<file path="config.mk">
export PLATFORM = sky130hd
export DESIGN_NAME = sifive_scope_amba_prot_tracker
export DESIGN_NICKNAME = d
export VERILOG_FILES = /design/src/rtl/sifive_scope_amba_prot_tracker.sv
export SDC_FILE = /design/constraint.sdc
export NUM_CORES = 1
export LEC_CHECK = 0
export CORE_AREA = 4 4 139 101
export CTS_CLUSTER_DIAMETER = 50
export DETAILED_ROUTE_END_ITERATION = 8
export DIE_AREA = 0 0 143 105
export PLACE_DENSITY = 0.52
export SLEW_MARGIN = 15
export SYNTH_ARGS = -nofsm -noshare
export SYNTH_HDL_FRONTEND = slang
export SYNTH_SLANG_ARGS = --single-unit
</file>
<file path="constraint.sdc">
create_clock -name clock -period 3.1 [get_ports clock]
set_input_delay 0.62 -clock clock [delete_from_list [all_inputs] [get_ports clock]]
set_output_delay 0.62 -clock clock [all_outputs]
set_load 0.05 [all_outputs]
</file>
<file path="src/rtl/sifive_scope_amba_prot_tracker.sv">
// Passive AXI4 read-channel monitor: decodes ARPROT/ARCACHE on each AR handshake and tracks the
// attributes of outstanding reads in order, exposing the entry whose data is currently returning.
module sifive_scope_amba_prot_tracker #(
    parameter int unsigned DEPTH = 8,
    parameter int unsigned CNT_W = 16
) (
    input  logic                     clock,
    input  logic                     reset,
    input  logic                     ar_valid,
    input  logic                     ar_ready,
    input  logic [2:0]               ar_prot,
    input  logic [3:0]               ar_cache,
    input  logic                     r_valid,
    input  logic                     r_ready,
    input  logic                     r_last,
    output logic                     head_valid,
    output logic                     head_fetch,
    output logic                     head_secure,
    output logic                     head_privileged,
    output logic                     head_writealloc,
    output logic                     head_readalloc,
    output logic                     head_modifiable,
    output logic                     head_bufferable,
    output logic [$clog2(DEPTH):0]   occupancy,
    output logic                     overflow,
    output logic                     underflow,
    output logic [CNT_W-1:0]         reserved_cnt,
    input  logic                     clear
);

    localparam int unsigned PtrW = $clog2(DEPTH);
    localparam int unsigned CntW = PtrW + 1;
    localparam int unsigned EntW = 7;

    logic                push;
    logic                pop;
    logic                empty;
    logic                full;
    logic                pop_ok;
    logic                push_ok;
    logic                ovf_evt;
    logic                udf_evt;
    logic                res_evt;
    logic [EntW-1:0]     ar_entry;
    logic [EntW-1:0]     head_entry;

    logic [EntW-1:0]     mem_q [DEPTH];
    logic [PtrW-1:0]     wr_ptr_q;
    logic [PtrW-1:0]     wr_ptr_d;
    logic [PtrW-1:0]     rd_ptr_q;
    logic [PtrW-1:0]     rd_ptr_d;
    logic [CntW-1:0]     count_q;
    logic [CntW-1:0]     count_d;
    logic                overflow_q;
    logic                overflow_d;
    logic                underflow_q;
    logic                underflow_d;
    logic [CNT_W-1:0]    res_cnt_q;
    logic [CNT_W-1:0]    res_cnt_d;

    // Entry layout, MSB first: fetch, secure, privileged, writealloc, readalloc, modifiable,
    // bufferable.
    always_comb begin
        ar_entry = {ar_prot[2], ~ar_prot[1], ar_prot[0],
                    ar_cache[3], ar_cache[2], ar_cache[1], ar_cache[0]};
    end

    always_comb begin
        push    = ar_valid & ar_ready;
        pop     = r_valid & r_ready & r_last;
        empty   = (count_q == '0);
        full    = (count_q == CntW'(DEPTH));
        pop_ok  = pop & ~empty;
        // A pop while full frees a slot for a coincident push.
        push_ok = push & (~full | pop_ok);
        ovf_evt = push & full & ~pop_ok;
        udf_evt = pop & empty;
        res_evt = push & ~ar_cache[1] & (ar_cache[3:2] != 2'b00);
    end

    always_comb begin
        wr_ptr_d = wr_ptr_q;
        rd_ptr_d = rd_ptr_q;
        count_d  = count_q;
        if (push_ok) begin
            wr_ptr_d = wr_ptr_q + PtrW'(1);
        end
        if (pop_ok) begin
            rd_ptr_d = rd_ptr_q + PtrW'(1);
        end
        count_d = count_q + CntW'(push_ok) - CntW'(pop_ok);
    end

    // Error events coincident with clear win over the clear.
    always_comb begin
        overflow_d  = overflow_q;
        underflow_d = underflow_q;
        res_cnt_d   = res_cnt_q;
        if (clear) begin
            overflow_d  = ovf_evt;
            underflow_d = udf_evt;
            res_cnt_d   = CNT_W'(res_evt);
        end else begin
            overflow_d  = overflow_q | ovf_evt;
            underflow_d = underflow_q | udf_evt;
            if (res_evt && !(&res_cnt_q)) begin
                res_cnt_d = res_cnt_q + CNT_W'(1);
            end
        end
    end

    always_ff @(posedge clock) begin
        if (reset) begin
            wr_ptr_q    <= '0;
            rd_ptr_q    <= '0;
            count_q     <= '0;
            overflow_q  <= 1'b0;
            underflow_q <= 1'b0;
            res_cnt_q   <= '0;
        end else begin
            wr_ptr_q    <= wr_ptr_d;
            rd_ptr_q    <= rd_ptr_d;
            count_q     <= count_d;
            overflow_q  <= overflow_d;
            underflow_q <= underflow_d;
            res_cnt_q   <= res_cnt_d;
        end
    end

    // Storage needs no reset: the head is masked while the FIFO is empty.
    always_ff @(posedge clock) begin
        if (!reset && push_ok) begin
            mem_q[wr_ptr_q] <= ar_entry;
        end
    end

    always_comb begin
        head_entry = empty ? '0 : mem_q[rd_ptr_q];
    end

    assign head_valid      = ~empty;
    assign head_fetch      = head_entry[6];
    assign head_secure     = head_entry[5];
    assign head_privileged = head_entry[4];
    assign head_writealloc = head_entry[3];
    assign head_readalloc  = head_entry[2];
    assign head_modifiable = head_entry[1];
    assign head_bufferable = head_entry[0];
    assign occupancy       = count_q;
    assign overflow        = overflow_q;
    assign underflow       = underflow_q;
    assign reserved_cnt    = res_cnt_q;

endmodule
</file>
==> summary.txt <==
Run status
  • Status: finished, final reports clean

Placement
  • GPL Wtd Cong: between 0.7 and 0.8
  • Placed cell areas: ~0.0045 sq mm
  • Port-buffer cells: 44
  • Post-place setup slack: ~300 ps
  • HPWL Detailed: 5940 um

Floorplanning
  • Die extent in y: between 100 and 150 um
  • Num ports: 45
  • Starting Density: 29.3%
  • Core area: approximately 0.013 sq mm
  • Die X-Extent: between 100 and 150 um
  • Row Count: 35
  • Die Area: 0.0150 sq mm

Logic synthesis
  • FF+latch count, synth: 87
  • Post-synth ARST share: 0%
  • Area fraction of the dominant cell type after synthesis: about 45%
  • Avg Synthesized Cell Area: around 13 sq um
  • Synth Cell Area: roughly 0.0038 sq mm
  • Post-Syn Nets: slightly above 300
  • Top cells by area, synth: edfxtp_1 (45%), dfxtp_1 (16%), mux4_2 (8.4%), nor2_1 (2.7%), ha_1 (2.7%)
  • Count leader, synth: edfxtp_1
  • Ys flop type: edfxtp_1
  • Synth cell types: 47
  • Register area share after synthesis: about three fifths
  • Yosys warning count: 0
  • Leading cell types by count after synthesis: edfxtp_1 (56), dfxtp_1 (31), nor2_1 (27)
  • Number of enable flip-flop cells after synthesis: between 50 and 60
  • Syn Inst Count: roughly 280
  • Leading area contributor after synthesis: edfxtp_1

Detailed routing
  • DRC: 0
  • Initial DRC Count: a little over 200
  • Drt first pass iters: 4
  • Routed Antenna Nets: 0
  • Via count: 2,497
  • DRT Wirelength: 8460 um
  • Average wire per standard cell: about 16 um
  • Via/cell ratio: ~5

Global route
  • GRT Overall Usage: 11.8%
  • Global route overflow: 0
  • First-pass GRT wire length: ~14,000 um
  • Vias in the first global route: between 2,000 and 2,500
  • Initial antenna violation count: 0
  • Largest net degree at the start of global routing: 23

Critical path
  • Crit. End Element: output port
  • Worst-path cell chain: buf_4 > mux4_2 > mux2i_1 > nor2_1 > buf_4
  • Req. time, crit path: between 2000 and 2500 ps
  • Slowest Stage Delay on Critical Path: roughly 570 ps
  • Critical path depth: 5
  • CP bufs+invs: 2
  • Cell family with most CP delay: flip-flops
  • FF-to-FF setup slack: slightly below 800 ps
  • R2R depth: 10
  • Crit-path slowest cell: dfxtp_1
  • Crit path max fanout: 8
  • Most common cell on crit path: buf_4
  • WP data arrival: 1930 ps
  • Startpoint types: flip-flop
  • Worst setup path class: reg -> out

Clock tree
  • Hold buffers post-CTS: 0
  • H-tree Lvls: 3
  • Clock latency on the worst-skew pair: around 340 ps
  • Clock slew at reported path FFs: around 60 ps
  • CTS tree: done
  • Clk buf depth: 2
  • Post-CTS Resized: 0
  • Postcts setup bufs: 0
  • Clock Tree Root: clkbuf_16
  • CTS buffer count: 9
  • # clock sinks: just under 90

STA
  • Setup violators final: 0
  • Minimum clock period: about 2500 ps
  • Worst setup margin: about 550 ps
  • RSZ-0062 raised after global routing: no
  • Tcrit/Tclk final: 82.1%
  • Pins over their slew limit: 0
  • Max-slew headroom: 41.7%
  • Total negative slack: 0 ps
  • FMAX: just under 400 MHz
  • Worst-margin pin slew: between 800 and 900 ps
  • Skew final: ~5.8 ps
  • Final Hold Vio Count: 0

Pwr
  • Pwr dens: 648 mW/mm^2
  • Max VDD drop: ~0.24 mV
  • Pleak: 1.54 nW

Final layout
  • Final net count: 367
  • Design Area, Final: about 0.0048 sq mm
  • Area of the multi-input gates: 0.00140 sq mm
  • Ratio of cells with drive above 1 in the final layout: between 10% and 20%
  • Core Util, Final: 37.1%
  • # diodes: 0
  • P&R area growth vs syn: 26.6%
  • Filler cells: between 1,000 and 1,500
  • Sequential Area: 0.00230 sq mm

Job
  • Maxcap violations: 0

Min path
  • WHS Path Cells: 2
  • Min-delay worst type: reg -> reg
[kinds of logic after synthesis]
family	after synthesis	share of synthesized area [%]
DFF	87	61.2
xor gates and xnor gates	4	0.931
adders and majority gates	9	3.19
buffers and inverters	18	1.86
AOI/OAI and AO/OA	39	6.95
and+or+nand+nor	102	14.5
muxes	25	11.3
[path summary, 6_finish.rpt]
path / start / end
setup / recovery: flip-flop / head_modifiable
hold / removal: rd_ptr_q[1] / rd_ptr_q[1]
setup reg to reg: occupancy[2] / occupancy[1]
hold reg to reg: rd_ptr_q[1] / rd_ptr_q[1]
[sequential cells by signal, indices dropped and copies added, names as in the netlist, named ones only]
name / cells
underflow: 1
occupancy: 4
wr_ptr_q: 3
mem_q: 56
rd_ptr_q: 3
overflow: 1
reserved_cnt: 16
[stage by stage]
step / hold WS [ps] / std cells / power (mW)
final: 481 / 514 / 3.09
after detailed placement: 475 / 498 / 2.05
after CTS: 489 / 514 / 3.13
after global placement: 470 / 498 / 2.05
after floorplan: 454 / 284 / 1.81
after global routing: 518 / 514 / 3.22
[per-layer routing]
layer,part of all wire [%],routed length (um),up-vias,global-route usage (%)
met5,0,0,-,0
met4,0.80,68,0,2.04
met3,5.7,478,6,4.03
met2,42,3550,62,16.3
met1,52,4360,1210,18.0
li1,-,-,1219,-
[layout make-up]
cell class | instances | share of cell area (%)
clock inverters | 7 | 1.50
repair buffers | 60 | 11.3
flip-flops and latches | 87 | 48.3
well taps | 166 | 4.36
inverters | 6 | 0.473
multi-input cells | 179 | 29.3
clock buffers | 9 | 4.73
[worst register-to-register path, stage by stage (launching register included)]
cell	delay, ps
dfxtp_1	310
inv_1	110
ha_1	150
nor3b_1	350
inv_1	170
nand2_1	140
nand2_1	60
o21ai_0	180
ha_1	220
fa_1	400
nor2b_1	130
[cells in the final DEF, fill, tap and decap left out, types with 2 or more instances in the layout]
master | netlist | routed
a21oi_1 | 14 | 14
nor4b_1 | 2 | 2
xnor2_1 | 3 | 3
o31ai_1 | 5 | 5
dfxtp_1 | 31 | 31
mux2i_1 | 10 | 10
nor3b_1 | 2 | 2
clkbuf_16 | 0 | 9
and4_1 | 2 | 2
nor2b_1 | 4 | 4
inv_6 | 0 | 2
inv_1 | 6 | 6
clkdlybuf4s50_1 | 0 | 36
nand4_1 | 3 | 3
buf_4 | 0 | 24
nor3_1 | 4 | 3
nand2_1 | 15 | 15
o21ai_0 | 6 | 6
nand2b_1 | 2 | 2
or3_1 | 7 | 7
nor4_1 | 3 | 3
edfxtp_1 | 56 | 56
ha_1 | 8 | 8
clkinv_1 | 0 | 2
nand4b_1 | 2 | 2
nand3_1 | 14 | 14
mux4_2 | 14 | 14
nor2_1 | 27 | 27
o41ai_1 | 3 | 3
or4_1 | 9 | 9
a31oi_1 | 2 | 2
[report_power, final]
part           internal, mW  total [mW]  switching (mW)
clock                 0.626        1.07           0.443
combinational         0.253       0.729           0.477
sequential             1.27        1.29          0.0225
Note: power is estimated with default switching activity, not from simulation.
